### src/rtl/dm_pkg.sv
// DMI payload types shared by the debug module and its DTM-side infrastructure.
package dm;

  localparam int unsigned DmiAddrW = 7;
  localparam int unsigned DmiDataW = 32;

  typedef enum logic [1:0] {
    DTM_NOP   = 2'h0,
    DTM_READ  = 2'h1,
    DTM_WRITE = 2'h2
  } dtm_op_e;

  typedef struct packed {
    logic [DmiAddrW-1:0] addr;
    dtm_op_e             op;
    logic [DmiDataW-1:0] data;
  } dmi_req_t;

  typedef struct packed {
    logic [DmiDataW-1:0] data;
    logic [1:0]          resp;
  } dmi_resp_t;

endpackage

### src/rtl/dm_dmi_rr_sel.sv
// Round-robin picker: first valid requester at or after ptr_i, wrapping modulo NrPorts.
module dm_dmi_rr_sel #(
  parameter int unsigned NrPorts = 2,
  localparam int unsigned IdxW = $clog2(NrPorts)
) (
  input  logic [NrPorts-1:0] valid_i,
  input  logic [IdxW-1:0]    ptr_i,
  output logic [NrPorts-1:0] gnt_o,
  output logic [IdxW-1:0]    idx_o,
  output logic               any_o
);

  logic [IdxW-1:0] cand;

  always_comb begin
    gnt_o = '0;
    idx_o = '0;
    any_o = 1'b0;
    cand  = '0;
    for (int unsigned i = 0; i < NrPorts; i++) begin
      cand = IdxW'((32'(ptr_i) + i) % NrPorts);
      if (!any_o && valid_i[cand]) begin
        any_o       = 1'b1;
        idx_o       = cand;
        gnt_o[cand] = 1'b1;
      end
    end
  end

endmodule

### src/rtl/dm_dmi_arbiter.sv
// Shares one DM DMI port among several DTM requesters, one transaction in flight at a time.
module dm_dmi_arbiter #(
  parameter int unsigned NrPorts = 2,
  localparam int unsigned IdxW = $clog2(NrPorts)
) (
  input  logic                          clk_i,
  input  logic                          rst_ni,
  input  logic      [NrPorts-1:0]       req_valid_i,
  output logic      [NrPorts-1:0]       req_ready_o,
  input  dm::dmi_req_t [NrPorts-1:0]    req_i,
  output logic      [NrPorts-1:0]       resp_valid_o,
  input  logic      [NrPorts-1:0]       resp_ready_i,
  output dm::dmi_resp_t [NrPorts-1:0]   resp_o,
  output logic                          dmi_req_valid_o,
  input  logic                          dmi_req_ready_i,
  output dm::dmi_req_t                  dmi_req_o,
  input  logic                          dmi_resp_valid_i,
  output logic                          dmi_resp_ready_o,
  input  dm::dmi_resp_t                 dmi_resp_i,
  output logic      [IdxW-1:0]          owner_o
);

  typedef enum logic [1:0] {
    StIdle,
    StFwd,
    StWait
  } state_e;

  state_e          state_q, state_d;
  logic [IdxW-1:0] rr_ptr_q, rr_ptr_d;
  logic [IdxW-1:0] owner_q, owner_d;
  dm::dmi_req_t    req_q, req_d;

  logic [NrPorts-1:0] gnt;
  logic [IdxW-1:0]    win_idx;
  logic               any_valid;

  dm_dmi_rr_sel #(
    .NrPorts(NrPorts)
  ) u_rr_sel (
    .valid_i(req_valid_i),
    .ptr_i  (rr_ptr_q),
    .gnt_o  (gnt),
    .idx_o  (win_idx),
    .any_o  (any_valid)
  );

  assign dmi_req_o = req_q;
  assign owner_o   = owner_q;
  assign resp_o    = {NrPorts{dmi_resp_i}};

  always_comb begin
    state_d          = state_q;
    rr_ptr_d         = rr_ptr_q;
    owner_d          = owner_q;
    req_d            = req_q;
    req_ready_o      = '0;
    resp_valid_o     = '0;
    dmi_req_valid_o  = 1'b0;
    dmi_resp_ready_o = 1'b0;

    case (state_q)
      StIdle: begin
        // Grant is combinational, so keep it quiet while reset is held.
        if (any_valid && rst_ni) begin
          req_ready_o = gnt;
          req_d       = req_i[win_idx];
          owner_d     = win_idx;
          state_d     = StFwd;
        end
      end
      StFwd: begin
        dmi_req_valid_o = 1'b1;
        if (dmi_req_ready_i) begin
          state_d = StWait;
        end
      end
      StWait: begin
        resp_valid_o[owner_q] = dmi_resp_valid_i;
        dmi_resp_ready_o      = resp_ready_i[owner_q];
        if (dmi_resp_valid_i && resp_ready_i[owner_q]) begin
          state_d  = StIdle;
          rr_ptr_d = (32'(owner_q) == NrPorts - 1) ? '0 : owner_q + IdxW'(1);
        end
      end
      default: state_d = StIdle;
    endcase
  end

  always_ff @(posedge clk_i or negedge rst_ni) begin
    if (!rst_ni) begin
      state_q  <= StIdle;
      rr_ptr_q <= '0;
      owner_q  <= '0;
      req_q    <= '0;
    end else begin
      state_q  <= state_d;
      rr_ptr_q <= rr_ptr_d;
      owner_q  <= owner_d;
      req_q    <= req_d;
    end
  end

endmodule

### config.mk
export PLATFORM = sky130hd
export DESIGN_NAME = dm_dmi_arbiter
export DESIGN_NICKNAME = d
export VERILOG_FILES = /design/src/rtl/dm_pkg.sv /design/src/rtl/dm_dmi_rr_sel.sv /design/src/rtl/dm_dmi_arbiter.sv
export SDC_FILE = /design/constraint.sdc
export NUM_CORES = 1
export LEC_CHECK = 0
export ABC_AREA = 0
export CORE_MARGIN = 1
export CORE_UTILIZATION = 32
export DETAILED_ROUTE_END_ITERATION = 7
export PLACE_DENSITY = 0.83
export SYNTH_ARGS = -nofsm -noshare
export SYNTH_HDL_FRONTEND = slang
export SYNTH_SLANG_ARGS = --single-unit
### constraint.sdc
create_clock -name clk_i -period 1.8 [get_ports clk_i]
set_clock_uncertainty 0.05 [all_clocks]
set_input_delay 0.36 -clock clk_i [delete_from_list [all_inputs] [get_ports clk_i]]
set_output_delay 0.36 -clock clk_i [all_outputs]
set_load 0.05 [all_outputs]
**Word level (Yosys, flattened, before mapping)**

Index checks and enable logic that the tools add are counted.

- Reductions and logical operators: 11
- $lt $le $gt $ge: 7
- Shift-type cells: 0
- $mul: 0
- Bitwise operators: 2
- Eq/ne operators: 5
- Divide/modulo/power cells: 0
- Add/subtract/negate cells: 2
- Mux-type cells: 30

Operators with widths:

| operator | number |
|---|---|
| 41-bit two-way mux | 2 |
| 1-bit two-way mux | 16 |
| 2-bit two-way mux | 8 |
| 1-bit by 2-bit less-than comparator with 1-bit output, second input constant | 4 |
| 1-bit logical AND | 6 |
| 2-bit inequality test, second input constant | 3 |
| 2-bit one-hot mux with 3 select lines | 1 |
| 2-bit AND reduction | 2 |
| 1-bit demux with 1-bit select | 3 |
| 1-bit >= comparator, second input constant | 3 |
| 3-bit AND reduction | 1 |
| 1-bit adder, second input constant | 2 |
| 2-bit AND | 1 |
| 2-bit by 1-bit equality test with 1-bit output, second input constant | 1 |
| 2-bit equality test, second input constant | 1 |
| 2-bit logical NOT | 1 |
| 2-bit bitwise OR | 1 |
| 1-bit logical NOT | 1 |

- Input bits: 124
- Register bits: 45
- Latch bits: 0
- Output and inout port bits: 116
- Bits in read-only memories: 0
- Memory bits (writable): 0
- Memories: 0

**Logic depth before layout (Yosys ltp)**

- Word-level depth: 9
- Mapped depth: 5
- Mapped depth without buffers: 3

**Cells and area by module**

A second synthesis with hierarchy kept.

- Cells, all modules: 273
- Area, all modules: 2,700.1 µm²

Modules (own cells, without submodules):

| module | times used | cells an instance | area an instance (µm²) |
|---|---|---|---|
| dm_dmi_arbiter | 1 | 268 | 2,667.6 |
| dm_dmi_rr_sel | 1 | 5 | 32.5 |

**Least setup slack after synthesis**

No wires, ideal clock.

- Path type: register to output
- Start point: register state_q[1]
- End point: output port req_ready_o[1]
- Stages on the path, launching flop included: 3
- Buffers on the path: 0
- Data arrival time: 1,957 ps
- Setup slack: -567 ps
- Path through: dfrtp_1 > or3b_4 > nor3_1

- Longest elaborated chain between the ends: 2

Ends and longest elaborated chain:

| what | RTL line | source |
|---|---|---|
| from (decl) | dm_dmi_arbiter.sv:29 | `state_e state_q, state_d;` |
| from (signal assigned) | dm_dmi_arbiter.sv:92 | `state_q <= StIdle;` |
| from (signal assigned) | dm_dmi_arbiter.sv:97 | `state_q <= state_d;` |
| 2-bit logical NOT | dm_dmi_arbiter.sv:62 | `case (state_q)` |
| 2-bit two-way mux | dm_dmi_arbiter.sv:62 |  |
| to (decl) | dm_dmi_arbiter.sv:9 | `output logic [NrPorts-1:0] req_ready_o,` |

Every way passes these cells.

**Worst setup path in the final report**

- Start point: input port req_valid_i[0]
- End point: output port req_ready_o[0]

- Longest elaborated chain between the ends: 9
- Elaborated cells on any way between the ends: 14
- Those cells by class: 10 x mux; 1 x bitwise; 3 x reduce/logical

Ends and longest elaborated chain:

| what | RTL line | source |
|---|---|---|
| from (decl) | dm_dmi_arbiter.sv:8 | `input logic [NrPorts-1:0] req_valid_i,` |
| 1-bit two-way mux (not written as such) (2 in a row) | dm_dmi_rr_sel.sv:22 | `if (!any_o && valid_i[cand]) begin` |
| 1-bit two-way mux | dm_dmi_rr_sel.sv:22 |  |
| 1-bit logical NOT | dm_dmi_rr_sel.sv:22 |  |
| 1-bit logical AND | dm_dmi_rr_sel.sv:22 |  |
| 1-bit two-way mux | dm_dmi_rr_sel.sv:22 |  |
| 1-bit logical AND | dm_dmi_arbiter.sv:65 | `if (any_valid && rst_ni) begin` |
| 2-bit two-way mux * | dm_dmi_arbiter.sv:65 |  |
| 2-bit two-way mux * | dm_dmi_arbiter.sv:62 |  |

Every way passes the cells marked *; elsewhere a longest branch is shown, timed or not. The select of a mux whose other input is x is not followed.

==> impl_metrics.json <==
{
  "arrival_ns": 1.46,
  "ys_types": 26,
  "die-area_um2": 8710,
  "clock_latency_ns": 0.29,
  "yosys_warnings": 0,
  "place_area_um2": 3680,
  "dieWidth_um": 93.3,
  "final_area_um2": 3830,
  "fill_cells": 707,
  "cp-start-kind": "input port",
  "dp_cells": 410,
  "worstSetupEndpointType": "output port",
  "fin_util_pct": 48.5,
  "drc_errors": 0,
  "core-area_um2": 7890,
  "root_buffer": "clkbuf_8",
  "grt_use_met2_pct": 36.1,
  "busiest_layer": "met2",
  "grt.overflow.total": 0,
  "status": "finished with violations",
  "final_max_slew_viol_count": 0,
  "ys_ff_latch": 45,
  "tns_ns": -0.118,
  "final_common_cell": "clkdlybuf4s50_1",
  "path_max_fanout": 4,
  "grt_use_met3_pct": 9.76,
  "worst_slack_ns": -0.0678,
  "syn_inst": 247,
  "cap_violations": 0,
  "required_ns": 1.39,
  "placementRows": 32,
  "syn_to_final_growth_pct": 43.4,
  "tightest_slew_ns": 0.856,
  "gp_congestion": 0.747,
  "synth_area_um2": 2670,
  "period_share_pct": 104,
  "ant_nets": 0,
  "start_util_pct": 33.8,
  "antenna_found_initial": 0,
  "rsz0062_at_grt": "yes",
  "ys_seq_area_share_pct": 42.2,
  "setup_viol": 2,
  "drive_above_1_share_pct": 26.5,
  "power.total_mw": 6.87,
  "grt_max_degree": 43,
  "drt_iter0_drc": 70,
  "first_global_vias": 2350,
  "hold_violations": 0,
  "hpwl_um": 6580,
  "h-tree-depth": 2,
  "ios": 240,
  "drt-vias-per-instance": 5.34,
  "avgSynthCellArea_um2": 10.8,
  "dr.pass1.iters": 4,
  "grt_usage_pct": 19.2,
  "period_needed_ns": 1.87,
  "power.density_nw_per_um2": 1790,
  "die_y_um": 93.3,
  "relSlewSlack_pct": 42.8,
  "max_freq_mhz": 535,
  "dp_slack_ns": -0.0861,
  "antennaDiodeCount": 0,
  "final_net_count": 441,
  "p_leak_nw": 1.52,
  "hold_path_class": "in2async",
  "wl_um": 8510,
  "portBuffers": 137,
  "fin_hold_ws_ns": 0.146,
  "violations": "negative setup slack",
  "peakVddDrop_mv": 1.09,
  "cts_max_path_buffers": 2,
  "num_vias": 2237,
  "critPathKind": "in2out",
  "cts_buffers": 5,
  "synth_fp_nets": 371,
  "stdcell_count": 419,
  "use_met1_pct": 18.5,
  "grt_pass1_wl_um": 12700,
  "clock-sinks": 45,
  "wire_per_inst_um": 20.3,
  "clk_pin_slew_ns": 0.08,
  "cts_tree": "done",
  "final_cell_mix": "clkdlybuf4s50_1 (88), buf_4 (52), dfrtp_1 (44)"
}
## flip-flops by register name (all words and copies together), names as in the netlist
name / flops
owner_o: 1
state_q: 2
rr_ptr_q: 1
dmi_req_o: 41
## cell type report
class	instances	area [um2]	share of cell area [%]
Inverter	4	15.0	0.392
Sequential cell	45	1130	29.5
Timing Repair Buffer	153	1510	39.4
Tap cell	102	128	3.33
Multi-Input combinational cell	108	947	24.7
Clock buffer	5	68.8	1.80
Clock inverter	2	35.0	0.915
## power by group
part | leakage (nW) | switching, mW | internal (mW)
registers | 0.494 | 0.321 | 1.49
clock network | 0.0540 | 0.327 | 0.404
logic | 0.972 | 2.66 | 1.66
total | 1.52 | 3.31 | 3.56
## worst max-delay path, cell delays in order
cell and delay, ns:
clkdlybuf4s50_1 0.52, a21bo_2 0.27, nor2_2 0.14, buf_12 0.16
## per-layer routing
layer	share of wire [%]	up-vias	wire, um
li1	-	1018	-
met1	34	1050	2920
met2	52	164	4460
met3	13	5	1070
met4	0.68	0	58
met5	0	-	0
## Yosys cell counts
master	n	area, um2
inv_1	3	11.3
buf_4	68	510
nor2b_1	4	25.0
o22ai_1	1	6.26
o21ai_0	2	10.0
nand2_1	2	7.51
clkbuf_1	14	52.6
and3_1	1	6.26
nand3b_1	1	7.51
mux2i_1	1	10.0
clkinv_1	1	3.75
a31oi_1	1	6.26
a21o_1	1	7.51
nand4bb_1	1	11.3
or3b_4	1	11.3
nor2_8	1	20.0
buf_6	4	45.0
nor3b_2	1	12.5
o32ai_1	41	359
a21oi_1	2	10.0
a2bb2oi_1	41	359
dfrtp_1	45	1130
buf_2	4	20.0
nor2_1	4	15.0
a21bo_2	1	10.0
nor3_1	1	5.00
## cells by family after synthesis
logic type / synth area share [%]
buffers and inverters: 24.1
muxes: 0.375
DFF: 42.2
AOI/OAI and AO/OA: 28.8
and+or+nand+nor: 4.55
## final timing paths
check                           cells past startpoint        endpoint      startpoint  slack, ns
worst min register to register                      1   dmi_req_o[39]   dmi_req_o[39]       0.50
min in group clk_i                                  1   dmi_req_o[39]   dmi_req_o[39]       0.50
worst max-delay path                                4  req_ready_o[0]  req_valid_i[0]      -0.07
worst max register to register                      5   dmi_req_o[29]      state_q[0]       0.17
worst min-delay path                                3   dmi_req_o[39]          rst_ni       0.15
max in group asynchronous                           3         owner_o          rst_ni       0.33
## what timing repair did
| item | 4_1_cts | 5_1_grt |
|---|---|---|
| gates resized for setup | 2 | 5 |
| pin swaps | 2 | 0 |
| endpoints found under the hold margin | 18 | 0 |
| cloned | 0 | 0 |
| setup buffers | 1 | 0 |
| endpoints found under the setup margin | 4 | 6 |
| hold buffers | 1 | 0 |
Note: power is estimated with default switching activity, not from simulation.
